## config.mk

```make
export PLATFORM = sky130hd
export DESIGN_NAME = pc_sequencer
export DESIGN_NICKNAME = d
export VERILOG_FILES = /design/src/rtl/mips_pkg.sv /design/src/rtl/fetch_skid.sv /design/src/rtl/pc_sequencer.sv
export SDC_FILE = /design/constraint.sdc
export NUM_CORES = 1
export LEC_CHECK = 0
export CAP_MARGIN = 20
export CORE_ASPECT_RATIO = 1.1
export CORE_UTILIZATION = 35
export DETAILED_ROUTE_END_ITERATION = 12
export PLACE_DENSITY = 0.66
export SLEW_MARGIN = 40
export SYNTH_ARGS = -nofsm -noshare
export SYNTH_HDL_FRONTEND = slang
export SYNTH_SLANG_ARGS = --single-unit
```

## constraint.sdc

```tcl
create_clock -name clk -period 1.55 [get_ports clk]
set_input_delay 0.31 -clock clk [delete_from_list [all_inputs] [get_ports clk]]
set_output_delay 0.31 -clock clk [all_outputs]
set_load 0.02 [all_outputs]
```

## src/rtl/mips_pkg.sv

```systemverilog
// Shared definitions for the fetch-stage sequencer: sequencer states,
// reset and exception vectors, instruction width and PC alignment helper.
package mips_pkg;

   localparam int unsigned INST_W   = 32;
   localparam logic [31:0] RESET_PC = 32'h0000_3000;
   localparam logic [31:0] EXC_PC   = 32'h0000_4180;

   typedef enum logic [1:0] {
      IDLE  = 2'd0,
      FETCH = 2'd1,
      WAIT  = 2'd2,
      DRAIN = 2'd3
   } seq_state_t;

   // Every PC loaded into the sequencer is word aligned.
   function automatic logic [31:0] align_pc(input logic [31:0] addr);
      return addr & 32'hFFFF_FFFC;
   endfunction

endpackage

```

## src/rtl/fetch_skid.sv

```systemverilog
// One-entry instruction skid buffer: holds a word returned by memory while
// decode is stalled. clear has priority over load, load over unload.
module fetch_skid
   import mips_pkg::*;
(
   input  logic              clk,
   input  logic              rst_n,
   input  logic              load,
   input  logic              unload,
   input  logic              clear,
   input  logic [INST_W-1:0] din,
   output logic [INST_W-1:0] dout,
   output logic              full
);

   // Occupancy flag and captured word.
   always_ff @(posedge clk or negedge rst_n) begin
      if (!rst_n) begin
         full <= 1'b0;
         dout <= '0;
      end else begin
         if (clear) begin
            full <= 1'b0;
         end else if (load) begin
            full <= 1'b1;
            dout <= din;
         end else if (unload) begin
            full <= 1'b0;
         end
      end
   end

endmodule

```

## src/rtl/pc_sequencer.sv

```systemverilog
// Fetch-stage controller: owns PC / pre-PC, drives the req/ack instruction
// memory port, absorbs wait states and decode stalls through a one-entry
// skid buffer, and sequences MIPS single delay slots.
// Optional exception redirect enabled by defining PC_SEQ_EXC_EN.
module pc_sequencer
   import mips_pkg::*;
(
   input  logic              clk,
   input  logic              rst_n,
   input  logic [31:0]       npc_i,
   input  logic              stall_i,
   output logic              imem_req_o,
   output logic [31:0]       imem_addr_o,
   input  logic              imem_ack_i,
   input  logic [INST_W-1:0] imem_rdata_i,
   output logic [31:0]       pc_o,
   output logic [31:0]       pre_pc_o,
   output logic [INST_W-1:0] inst_o,
   output logic              inst_valid_o
`ifdef PC_SEQ_EXC_EN
   ,
   input  logic              exc_i,
   output logic [31:0]       epc_o
`endif
);

   seq_state_t        state;
   seq_state_t        state_next;
   logic              load_mem;
   logic              load_skid;
   logic              bubble;
   logic              skid_load;
   logic              skid_clear;
   logic              skid_full;
   logic [INST_W-1:0] skid_word;
   logic [31:0]       target;
`ifdef PC_SEQ_EXC_EN
   logic              exc_take;
   logic [31:0]       drain_addr;
`endif

   // Next-PC controls are only meaningful for a real instruction in decode.
   assign target = align_pc(inst_valid_o ? npc_i : pc_o + 32'd4);

   fetch_skid u_skid (
      .clk    (clk),
      .rst_n  (rst_n),
      .load   (skid_load),
      .unload (load_skid),
      .clear  (skid_clear),
      .din    (imem_rdata_i),
      .dout   (skid_word),
      .full   (skid_full)
   );

   // State register.
   always_ff @(posedge clk or negedge rst_n) begin
      if (!rst_n) state <= IDLE;
      else        state <= state_next;
   end

   // Next state and datapath control decisions.
   always_comb begin
      state_next = state;
      load_mem   = 1'b0;
      load_skid  = 1'b0;
      bubble     = 1'b0;
      skid_load  = 1'b0;
      skid_clear = 1'b0;
`ifdef PC_SEQ_EXC_EN
      exc_take   = 1'b0;
`endif
      case (state)
         IDLE: state_next = FETCH;
         FETCH: begin
            if (imem_ack_i) begin
               if (stall_i) begin
                  skid_load  = 1'b1;
                  state_next = WAIT;
               end else begin
                  load_mem = 1'b1;
               end
            end else if (!stall_i) begin
               bubble = 1'b1;
            end
         end
         WAIT: begin
            if (!stall_i && skid_full) begin
               load_skid  = 1'b1;
               state_next = FETCH;
            end
         end
`ifdef PC_SEQ_EXC_EN
         DRAIN: if (imem_ack_i) state_next = FETCH;
`endif
         default: state_next = IDLE;
      endcase
`ifdef PC_SEQ_EXC_EN
      // Exception overrides every decision above, stall included; an
      // unanswered request must still be drained before refetching.
      if (exc_i) begin
         load_mem   = 1'b0;
         load_skid  = 1'b0;
         bubble     = 1'b0;
         skid_load  = 1'b0;
         skid_clear = 1'b1;
         exc_take   = 1'b1;
         state_next = ((state == FETCH || state == DRAIN) && !imem_ack_i) ? DRAIN : FETCH;
      end
`endif
   end

   // Memory port outputs.
   always_comb begin
      imem_req_o  = (state == FETCH);
      imem_addr_o = pc_o;
`ifdef PC_SEQ_EXC_EN
      if (state == DRAIN) begin
         imem_req_o  = 1'b1;
         imem_addr_o = drain_addr;
      end
`endif
   end

   // PC, pre-PC and decode registers.
   always_ff @(posedge clk or negedge rst_n) begin
      if (!rst_n) begin
         pc_o         <= RESET_PC;
         pre_pc_o     <= RESET_PC;
         inst_o       <= '0;
         inst_valid_o <= 1'b0;
      end else begin
`ifdef PC_SEQ_EXC_EN
         if (exc_take) begin
            pc_o         <= EXC_PC;
            inst_valid_o <= 1'b0;
         end else
`endif
         if (load_mem || load_skid) begin
            inst_o       <= load_mem ? imem_rdata_i : skid_word;
            inst_valid_o <= 1'b1;
            pre_pc_o     <= pc_o;
            pc_o         <= target;
         end else if (bubble) begin
            inst_valid_o <= 1'b0;
         end
      end
   end

`ifdef PC_SEQ_EXC_EN
   // Exception PC capture and the address of the request being drained.
   always_ff @(posedge clk or negedge rst_n) begin
      if (!rst_n) begin
         epc_o      <= '0;
         drain_addr <= '0;
      end else if (exc_take) begin
         epc_o <= pre_pc_o;
         if (state == FETCH) drain_addr <= pc_o;
      end
   end
`endif

endmodule

```

# --- After elaboration in Yosys (flattened, before gate mapping) ---
# Cells that the tools add are included.
word_totals:
  register_bits: 128
  input_bits: 68
  out_inout_bits: 130
  wordCells: 40
classes:
  addsub: 1
  n_eq_ne: 5
  mux: 20
  n_reduce_logical: 7
op_table:
  columns: ["op", "count"]
  rows:
  - ["2-to-1 mux 32 bit", 2]
  - ["adder 32 x 3 -> 32 bit, second input constant", 1]
  - ["2-to-1 mux 1 bit", 14]
  - ["2-to-1 mux 2 bit", 3]
  - ["one-hot mux 2 bit (3 select lines)", 1]
  - ["!= test 2 bit, second input constant", 2]
  - ["nonzero test 2 bit", 2]
  - ["AND reduction 3 bit", 1]
  - ["== test 2 x 1 -> 1 bit, second input constant", 1]
  - ["== test 2 bit, second input constant", 1]
  - ["zero test 2 bit", 1]
  - ["!= test 2 x 1 -> 1 bit, second input constant", 1]
  - ["logical AND 1 bit", 1]
  - ["zero test 1 bit", 1]
  - ["logical OR 1 bit", 1]

# --- Longest topological paths before layout ---
depth:
  word_depth: 6
  ltp_mapped: 8
  ltp_nobuf: 6

# --- Hierarchy ---
# From an unflattened synthesis, not the netlist that was laid out.
hier_totals:
  hier_cells: 630
  hier_area_um2: 6202.2
modules_own_cells:
  columns: ["mod", "instances", "cells_each", "area_each_um2", "seq_area_each_um2"]
  rows:
  - ["pc_sequencer", 1, 557, 4803.4, 2382.3]
  - ["fetch_skid", 1, 73, 1398.8, 825.8]

# --- Worst setup path before layout ---
# OpenSTA, ideal clock, no wires.
synth_timing:
  path_type: "register to register"
  from: "register pc_o[5] (netlist: imem_addr_o[5])"
  to: "register pc_o[27] (netlist: imem_addr_o[27])"
  setup_ps: 121
  arrival_time_ps: 1733
  required_ps: 1429
  path_slack_ps: -304
  stages_incl_launch_ff: 7
  synth_period_minus_slack_ps: 1854
  cell_sequence: "dfrtp_1 > buf_2 > nand3_2 > nor4_1 > nand4_1 > o22a_1 > o22a_1"
synth_between:
  elab_chain_cells: 2
synth_lines:
  columns: ["element", "line", "rtl"]
  rows:
  - ["start: declaration", "pc_sequencer.sv:16", "output logic [31:0] pc_o,"]
  - ["start signal: assignment", "pc_sequencer.sv:143", "pc_o <= target;"]
  - ["adder 32 x 3 -> 32 bit", "pc_sequencer.sv:43", "assign target = align_pc(inst_valid_o ? npc_i : pc_o + 32'd4);"]
  - ["2-to-1 mux 32 bit", "pc_sequencer.sv:43", null]
# Every way passes these cells.
# A chain may end at the register's enable or synchronous reset.

# --- Worst setup path after layout ---
layout_timing:
  from: "register state[0]"
  to: "register pc_o[9] (netlist: imem_addr_o[9])"
layout_between:
  elab_chain_cells: 3
  word_cells_on_any_way: 5
  cone_classes: "eq/ne: 2; mux: 2; reduce/logical: 1"
layout_lines:
  columns: ["element", "line", "rtl"]
  rows:
  - ["start: declaration", "pc_sequencer.sv:27", "seq_state_t state;"]
  - ["start signal: assignment", "pc_sequencer.sv:59", "else state <= state_next;"]
  - ["== test 2 x 1 -> 1 bit or == test 2 bit (tied branches)", "pc_sequencer.sv:73", "case (state)"]
  - ["2-to-1 mux 1 bit", "pc_sequencer.sv:73", null]
  - ["logical OR 1 bit *", "pc_sequencer.sv:139", "if (load_mem || load_skid) begin"]
# Mark *: on every way between the ends. The rest lies on a longest branch, timed or not.

==> metrics <==
Max IR drop VDD=0.000914 V; grt ovf=0; pre-CTS setup slack=-607 ps; vias in the first global route=5,884; syn avg cell area=between 9 and 10 sq um; top cell type's share of synthesized area=0.511; Final WS setup=-214 ps; Final Critical Period=1760 ps; clk slew on worst S/H paths=60 ps; PwrDens=2000 nW/um^2; io pins=198; clk buf depth=2; CTS tree=built; EDFF count, synth=0; Post-Syn Area=around 6100 sq um; Min-Delay Path Class=input port to asynchronous set/reset pin; Vias=just under 6,000; Setup crit start kind=flop; first-pass GRT wire length=31,100 um; total power=20.7 mW; IO Port Bufs=about 190; DRC viols=0; Max Cap Viol=0; via-per-instance ratio=5.07; post-synthesis compound-gate area fraction=0.132; CP Max Fanout=10; Root Buffer Master=clkbuf_16; routed len/inst=17.4 um; Seq/Total Area, Yosys=0.528; setup repair after global routing missed its margin=yes; Syn-to-layout area delta=70.3%; Simple-Gate Fraction of Synth Area=0.197; Clk Latency, worst-skew pair=just over 400 ps; routed wire length=20,000 um; full die area=17,900 sq um; Die X=128 um; nets=975; TritonCTS Buffers=17; post-synthesis async set-or-reset flop share=1.00; antenna violations before repair=1; Seq. cell area=3230 sq um; largest family of logic cells by synthesized area=simple AND/OR/NAND/NOR gates; Final Hold Slack=408 ps; Synth Area in XOR/XNOR=0; Main synth FF type=dfrtp_1; Slew Viols, Final=0; Initial Utilization=0.357; final setup vio count=approximately 120; multi-input logic area=3000 sq um; yosys warns=0; hpwl dp=11,900 um; Commonest cells post-synth=nand2_1 (160), dfrtp_1 (124), a22oi_1 (36), buf_4 (36), o21ai_0 (34); highest clock rate=0.567 GHz; Initial DRC Count=267; layout cells sized above 1=0.429; top cells by area, synth=dfrtp_1 (51%), nand2_1 (9.9%), mux2_2 (5.9%); crit end category=flop; Mapped Cells=approximately 630; failing checks=setup timing; FILL cells=1,415; adder-cell share of the synthesized area=0.00206; critical path arrival=2050 ps; count leader, synth=nand2_1; WP data required=1840 ps; leakage dissipation=4.88 nW; largest area contributor in the netlist=dfrtp_1; GRT Total Usage=0.224; run status=complete, but fails checks; Crit Path Class=flop to flop; Final Cycle Share=1.14; DR pass1 iterations=5; Yosys cell types=56; Clock Sinks=128; Core ar.=17,000 sq um; TNS Setup=-11,490 ps; slack of the worst reg-to-reg path=-210 ps; mux contribution to synthesized area=0.0610; RD Place Congestion=around 0.80; Max Clock Skew=roughly 6 ps; #FFs+latches synth=approximately 130; post-route ant nets=0; Fin. Hold Viols=0; H-Tree Depth=4; row cnt=50; Die Span Y=~140 um; largest net degree at the start of global routing=43
[report_power, final]
part	internal, mW	switching [mW]
clock	2.52	1.45
sequential	5.02	1.24
combinational	4.72	5.74
total	12.3	8.43
[cell type report]
cell class,count,area share
antenna,1,0.000242
clock buffer,25,0.0479
clock inverter,6,0.00774
inverter,7,0.00254
multi-input combinational,426,0.290
sequential,128,0.312
tap,234,0.0283
timing repair buffer,326,0.312
[flip-flops by register name, summed over array words and instances (netlist names)]
| name | cells |
|---|---|
| inst_o | 32 |
| u_skid.dout | 32 |
| imem_addr_o | 30 |
| pre_pc_o | 30 |
| state | 2 |
| inst_valid_o | 1 |
| u_skid.full | 1 |
[kinds of logic after synthesis]
kind of cell / count (synthesis)
AOI/OAI and AO/OA: 124
buffers and inverters: 85
adders and majority gates: 1
and+or+nand+nor: 261
DFF: 128
muxes: 33
other: 1
[per-stage QoR]
stage	std cells	util	area (sq um)
finish	1153	0.608	10300
global placement	1073	0.517	8790
global route	1153	0.608	10300
floorplan	638	-	6260
CTS	1144	0.591	10100
detailed placement	1073	0.517	8790
[critical path: stages, from the launching register on]
cell and delay, ps:
dfrtp_1 410, buf_6 130, nor4bb_4 280, buf_4 200
nor2_4 80, bufbuf_16 290, o21ai_4 150, o21ai_1 90
[what timing repair did]
action | in CTS | in global routing
hold buffers | 1 | 0
resized for setup | 355 | 141
buffers inserted | 29 | 12
gates cloned | 12 | 4
endpoints found under the setup margin | 228 | 145
hold endpoints to repair | 35 | 0
pin swaps | 32 | 39
[metal layers]
layer  share of wire  vias to the layer above  GRT usage
met5               0                        -          0
met4           0.019                        0     0.0854
met3           0.062                       32     0.0554
met2            0.51                      208      0.384
met1            0.41                     2877      0.272
li1                -                     2728          -
[cell usage in the layout (no fill, tap or decap), types with 11 or more instances in the layout]
cell type	count
clkbuf_16	20
a21oi_2	11
dlygate4sd2_1	65
buf_6	33
buf_12	17
nand2_1	112
dfrtp_2	16
clkdlybuf4s50_1	63
nor2_1	13
clkbuf_2	12
a22oi_1	36
nand3_1	14
dfrtp_1	108
buf_4	80
o21ai_2	18
buf_2	29
mux2_2	31
nand2_2	40
a21oi_1	14
[final timing paths]
| kind | depth (start not counted) | from | endpoint |
|---|---|---|---|
| setup / recovery | 7 | state[0] | imem_addr_o[9] |
| hold / removal | 2 | rst_n | pre_pc_o[7] |
| setup reg to reg | 7 | state[0] | imem_addr_o[9] |
| hold reg to reg | 2 | pre_pc_o[13] | pre_pc_o[13] |
| max in group asynchronous | 3 | rst_n | imem_addr_o[3] |
| min in group clk | 2 | pre_pc_o[13] | pre_pc_o[13] |
No activity file was read; power rests on OpenSTA's default activity.
